<file path="src/rtl/traffic_pkg.sv">
// Shared types and defaults for the traffic-light sequencer.
// Latency: n/a; backpressure: n/a.
package traffic_pkg;

  localparam int CNT_W_DEF    = 4;
  localparam int RED_T_DEF    = 5;
  localparam int GREEN_T_DEF  = 4;
  localparam int YELLOW_T_DEF = 2;

  typedef enum logic [1:0] {
    RED    = 2'd0,
    GREEN  = 2'd1,
    YELLOW = 2'd2
  } phase_e;

  localparam logic [1:0] SEL_RED    = 2'd0;
  localparam logic [1:0] SEL_GREEN  = 2'd1;
  localparam logic [1:0] SEL_YELLOW = 2'd2;

endpackage

</file>
<file path="src/rtl/phase_time_regs.sv">
// Shadow/active phase-time registers; shadows are copied to active on commit.
// Latency: write visible as active on the commit edge; backpressure: none, writes always accepted.
module phase_time_regs
  import traffic_pkg::*;
#(
  parameter int CNT_W    = CNT_W_DEF,
  parameter int RED_T    = RED_T_DEF,
  parameter int GREEN_T  = GREEN_T_DEF,
  parameter int YELLOW_T = YELLOW_T_DEF
) (
  input  logic             clk,
  input  logic             rst,
  input  logic             cfg_we,
  input  logic [1:0]       cfg_sel,
  input  logic [CNT_W-1:0] cfg_data,
  input  logic             commit,
  output logic [CNT_W-1:0] red_time,
  output logic [CNT_W-1:0] green_time,
  output logic [CNT_W-1:0] yellow_time,
  output logic             cfg_pending
);

  logic [CNT_W-1:0] shadow     [3];
  logic [CNT_W-1:0] shadow_nxt [3];
  logic [CNT_W-1:0] active     [3];
  logic [2:0]       pending;
  logic [2:0]       wr;

  always_comb begin
    wr[0] = cfg_we && (cfg_sel == SEL_RED);
    wr[1] = cfg_we && (cfg_sel == SEL_GREEN);
    wr[2] = cfg_we && (cfg_sel == SEL_YELLOW);
    for (int i = 0; i < 3; i++) begin
      shadow_nxt[i] = wr[i] ? cfg_data : shadow[i];
    end
  end

  // A write landing on the commit edge is forwarded straight into active.
  always_ff @(posedge clk) begin
    if (rst) begin
      shadow[0] <= CNT_W'(RED_T);
      shadow[1] <= CNT_W'(GREEN_T);
      shadow[2] <= CNT_W'(YELLOW_T);
      active[0] <= CNT_W'(RED_T);
      active[1] <= CNT_W'(GREEN_T);
      active[2] <= CNT_W'(YELLOW_T);
      pending   <= '0;
    end else begin
      for (int i = 0; i < 3; i++) begin
        shadow[i] <= shadow_nxt[i];
        if (commit) begin
          if (wr[i] || pending[i]) active[i] <= shadow_nxt[i];
          pending[i] <= 1'b0;
        end else begin
          pending[i] <= pending[i] | wr[i];
        end
      end
    end
  end

  assign red_time    = active[0];
  assign green_time  = active[1];
  assign yellow_time = active[2];
  assign cfg_pending = |pending;

endmodule

</file>
<file path="src/rtl/traffic_light_fsm.sv">
// Traffic-light sequencer: phase counter, FSM and lights driven by external comparator flags.
// Latency: flags act on the same-cycle count, outputs registered; backpressure: hold/tick=0 freezes state and count.
module traffic_light_fsm
  import traffic_pkg::*;
#(
  parameter int CNT_W    = CNT_W_DEF,
  parameter int RED_T    = RED_T_DEF,
  parameter int GREEN_T  = GREEN_T_DEF,
  parameter int YELLOW_T = YELLOW_T_DEF
) (
  input  logic             clk,
  input  logic             rst,
  input  logic             tick,
  input  logic             hold,
  input  logic             cfg_we,
  input  logic [1:0]       cfg_sel,
  input  logic [CNT_W-1:0] cfg_data,
  input  logic             eq_red_time,
  input  logic             eq_green_time,
  input  logic             eq_yellow_time,
  output logic [CNT_W-1:0] count,
  output logic [CNT_W-1:0] red_time,
  output logic [CNT_W-1:0] green_time,
  output logic [CNT_W-1:0] yellow_time,
  output logic             light_red,
  output logic             light_green,
  output logic             light_yellow,
  output logic             phase_done,
  output logic             cfg_pending
);

  phase_e           state, state_nxt;
  logic [CNT_W-1:0] count_nxt;
  logic             done_nxt;
  logic             commit;
  logic             eq_cur;

  phase_time_regs #(
    .CNT_W   (CNT_W),
    .RED_T   (RED_T),
    .GREEN_T (GREEN_T),
    .YELLOW_T(YELLOW_T)
  ) u_times (
    .clk        (clk),
    .rst        (rst),
    .cfg_we     (cfg_we),
    .cfg_sel    (cfg_sel),
    .cfg_data   (cfg_data),
    .commit     (commit),
    .red_time   (red_time),
    .green_time (green_time),
    .yellow_time(yellow_time),
    .cfg_pending(cfg_pending)
  );

  always_comb begin
    state_nxt = state;
    count_nxt = count;
    done_nxt  = 1'b0;
    commit    = 1'b0;
    eq_cur    = 1'b0;
    case (state)
      RED:     eq_cur = eq_red_time;
      GREEN:   eq_cur = eq_green_time;
      YELLOW:  eq_cur = eq_yellow_time;
      default: eq_cur = 1'b0;
    endcase
    if (tick && !hold) begin
      if (eq_cur) begin
        count_nxt = '0;
        done_nxt  = 1'b1;
        case (state)
          RED:     state_nxt = GREEN;
          GREEN:   state_nxt = YELLOW;
          YELLOW: begin
            state_nxt = RED;
            commit    = 1'b1;
          end
          default: state_nxt = RED;
        endcase
      end else begin
        count_nxt = count + CNT_W'(1);
      end
    end
  end

  // Lights decode the next state so they line up with the state register.
  always_ff @(posedge clk) begin
    if (rst) begin
      state        <= RED;
      count        <= '0;
      phase_done   <= 1'b0;
      light_red    <= 1'b1;
      light_green  <= 1'b0;
      light_yellow <= 1'b0;
    end else begin
      state        <= state_nxt;
      count        <= count_nxt;
      phase_done   <= done_nxt;
      light_red    <= (state_nxt == RED);
      light_green  <= (state_nxt == GREEN);
      light_yellow <= (state_nxt == YELLOW);
    end
  end

endmodule

</file>
<file path="config.mk">
export PLATFORM = sky130hd
export DESIGN_NAME = traffic_light_fsm
export DESIGN_NICKNAME = d
export VERILOG_FILES = /design/src/rtl/traffic_pkg.sv /design/src/rtl/phase_time_regs.sv /design/src/rtl/traffic_light_fsm.sv
export SDC_FILE = /design/constraint.sdc
export NUM_CORES = 1
export LEC_CHECK = 0
export BUFFER_PORTS_ARGS = -buffer_cell sky130_fd_sc_hd__buf_2
export CAP_MARGIN = 15
export CORE_ASPECT_RATIO = 1.75
export CORE_MARGIN = 3
export CORE_UTILIZATION = 40
export CTS_CLUSTER_SIZE = 16
export DETAILED_ROUTE_END_ITERATION = 8
export PLACE_DENSITY = 0.71
export SLEW_MARGIN = 20
export SYNTH_ARGS = -nofsm -noshare
export SYNTH_HDL_FRONTEND = slang
export SYNTH_SLANG_ARGS = --single-unit
export TNS_END_PERCENT = 5
</file>
<file path="constraint.sdc">
create_clock -name clk -period 5.5 [get_ports clk]
set_input_delay 0.275 -clock clk [delete_from_list [all_inputs] [get_ports clk]]
set_output_delay 0.275 -clock clk [all_outputs]
set_load 0.1 [all_outputs]
</file>
==> reports/metrics.cfg <==
[outcome]
outcome = complete, no violations

[setup_path]
cp_slowest_cell = o21ai_0
cp_data_arrival_time_ps = 1950
path_max_fanout = 7
crit_family = simple AND/OR/NAND/NOR gates
cp-end-kind = flip-flop
path_class = reg -> reg
reg2reg_to = u_times.active[0][6]$_SDFFCE_PN1P_
r2r_start = state[0]$_SDFF_PP0_
path_cells = or3b_4 > or2_2 > o21ai_0
startpoint = state[0]$_SDFF_PP0_
r2r_slack_ps = 3470
cp_num_buf_inv = 0
critPathLaunchType = flip-flop
required_ps = 5420
cpPeakStageDelay_ps = 540
r2r_cells = 3

[route]
wl_met1_mm = 1.11
met2_length_mm = 1.57
first_pass_iters = 4
viasPerCell = 5.13
met3_length_um = 210
ant_nets = 0
drc = 0
wl_mm = 2.96
routedWlPerCell_um = 13.8
vias = 1103
first_iter_violations = 32
routed.top_layer = met4

[clocking]
clk_pin_slew_worst_paths_ps = 70
clock_sinks = 37
h-tree-depth = 2
clock_path_buffers = 2
cts_tree = done
cts-buffers-inserted = 5
cts-root-buf = clkbuf_8
cts_setup_buffers = 0
cts_resized = 0
clock_latency_ps = 290
ctsHoldBuffers = 0

[global_routing]
antenna_found_initial = 0
grt-ovfl-total = 0
grt_max_degree = 22
first_global_vias = 1106
grt_pass1_wl_mm = 5.01
grt_usage_pct = 15.5

[place]
place_congestion = 0.821
port_buffers = 34
place_ws_ps = 3450
dp_hpwl_mm = 2.25

[timing]
worst_pin_slew_ps = 652
hold_violations = 0
finalCritPeriodShare_pct = 36.9
slew-limit-headroom_pct = 56.1
fmax_mhz = 492
setup_viol_count_final = 0
postLayoutSetupSlackWorst_ps = 3470
rsz0062_at_grt = no
fin_worst_skew_ps = 5.03
tns_ps = 0
slew_viol_final = 0
final.min_clock_period_ps = 2030

[job]
drv_cap = 0

[finish]
fill_cells = 343
drive_gt1_share_pct = 27.6
diodes = 0
areaGrowthSynthToFinish_pct = 22.4
nNetsFinal = 184
final_util_pct = 51.9

[synthesis]
yosys.cell_types.count = 34
netlist_instances = 130
ys_ff_latch = 37
synth_warnings = 0
syn_avg_cell_area_um2 = 11.2
synth_nets = 145
yosysSeqAreaShare_pct = 59.2
syn_area_um2 = 1460

[floorplanning]
die-height_um = 85.8
fp.dieArea_um2 = 4430
pin_count = 35
die_w_um = 51.6
initial_core_util_pct = 42.4
coreArea_um2 = 3430
row_count = 28

[hold_path]
min_path_type = in -> reg
min_to = u_times.shadow[0][9]$_SDFF_PP1_
min_path_cells = 3
min_from = cfg_data[1]

[power_and_ir_drop]
leakagePower_nw = 0.724
vdd_drop_max_mv = 0.204
powerDensity_nw_per_um2 = 334

[flip-flops by register name (all words and copies together), names as in the netlist]
| register | count |
|---|---|
| count | 4 |
| light_green | 1 |
| light_red | 1 |
| light_yellow | 1 |
| phase_done | 1 |
| state | 2 |
| u_times.active | 12 |
| u_times.pending | 3 |
| u_times.shadow | 12 |
[routing by layer]
metal  track usage [%]  vias up
met5                 0        -
met4              7.16        0
met3              4.35        6
met2              26.9       42
met1              16.9      509
li1                  -      546
[worst max path at each step]
stage | to | cells after the start
after floorplan | u_times.active[0][0]$_SDFFCE_PN1P_ | 3
final | u_times.active[0][6]$_SDFFCE_PN1P_ | 3
after CTS | u_times.active[0][6]$_SDFFCE_PN1P_ | 3
after detailed placement | u_times.active[0][5]$_SDFFCE_PN0P_ | 4
after global routing | u_times.active[0][6]$_SDFFCE_PN1P_ | 3
after global placement | u_times.active[0][4]$_SDFFCE_PN0P_ | 4
[cell families after synthesis]
logic type | synth area share [%]
adder cells (fa/ha/maj) | 0.860
XOR/XNOR | 1.20
multiplexers | 10.3
AO/OA/AOI/OAI | 8.51
buffers and inverters | 1.29
AND/OR/NAND/NOR | 18.7
flip-flops | 59.2
[cell usage after synthesis]
| cell | n | area [um2] |
|---|---|---|
| a2111o_1 | 1 | 11.3 |
| a2111oi_2 | 1 | 15.0 |
| a211oi_1 | 1 | 7.51 |
| a21bo_2 | 2 | 20.0 |
| a21o_1 | 1 | 7.51 |
| a21oi_1 | 1 | 5.00 |
| a31oi_1 | 1 | 6.26 |
| and2_1 | 1 | 6.26 |
| and3b_1 | 1 | 8.76 |
| buf_1 | 1 | 3.75 |
| clkbuf_1 | 1 | 3.75 |
| clkinv_1 | 1 | 3.75 |
| dfxtp_1 | 25 | 500 |
| edfxtp_1 | 12 | 360 |
| ha_1 | 1 | 12.5 |
| inv_1 | 2 | 7.51 |
| mux2i_1 | 15 | 150 |
| nand2_1 | 9 | 33.8 |
| nand2b_1 | 2 | 12.5 |
| nand3_1 | 1 | 5.00 |
| nand3b_1 | 4 | 30.0 |
| nor2_1 | 20 | 75.1 |
| nor2b_1 | 3 | 18.8 |
| nor3_1 | 9 | 45.0 |
| nor3b_2 | 1 | 12.5 |
| o21ai_0 | 5 | 25.0 |
| o221a_2 | 1 | 11.3 |
| o22a_1 | 1 | 8.76 |
| o22ai_1 | 1 | 6.26 |
| or2_2 | 1 | 6.26 |
| or3_1 | 1 | 6.26 |
| or3b_4 | 1 | 11.3 |
| xnor2_1 | 1 | 8.76 |
| xor2_1 | 1 | 8.76 |
[cells in the final DEF, fill, tap and decap left out, drive strengths merged, types with 2 or more instances in the layout]
master and instances:
buf 34, dfxtp 25, nor2 20, mux2i 15, edfxtp 12, nand2 9
nor3 9, clkbuf 6, o21ai 5, nand3b 4, nor2b 3, clkinv 2
inv 2, a21bo 2, nand2b 2
[stage by stage]
step	cell area (um2)	power, mW	hold slack [ps]	cells
after detailed placement	1670	0.379	462	207
after floorplan	1460	0.360	421	130
after global placement	1670	0.377	460	207
final	1780	0.594	270	215
after global routing	1780	0.620	284	215
after CTS	1780	0.602	267	215
[area by class of cell]
cell class	count	area, um2	share of cell area, %
sequential	37	861	48.3
multi-input combinational	88	576	32.3
timing repair buffer	34	170	9.56
clock buffer	6	72.6	4.08
tap	45	56.3	3.16
clock inverter	2	33.8	1.90
inverter	3	11.3	0.632
[worst reg2reg max path, cell delays in order, from the launching register on]
cell	delay (ps)
dfxtp_1	370
or3b_4	450
or2_2	300
o21ai_0	540
[power breakdown]
| part | total (mW) | switching [mW] | leakage [nW] | internal [mW] |
|---|---|---|---|---|
| combinational | 0.0789 | 0.0607 | 0.358 | 0.0182 |
| sequential | 0.294 | 0.00385 | 0.313 | 0.290 |
| clock | 0.222 | 0.0880 | 0.0528 | 0.134 |
| total | 0.594 | 0.153 | 0.724 | 0.442 |
Note: power is estimated with default switching activity, not from simulation.
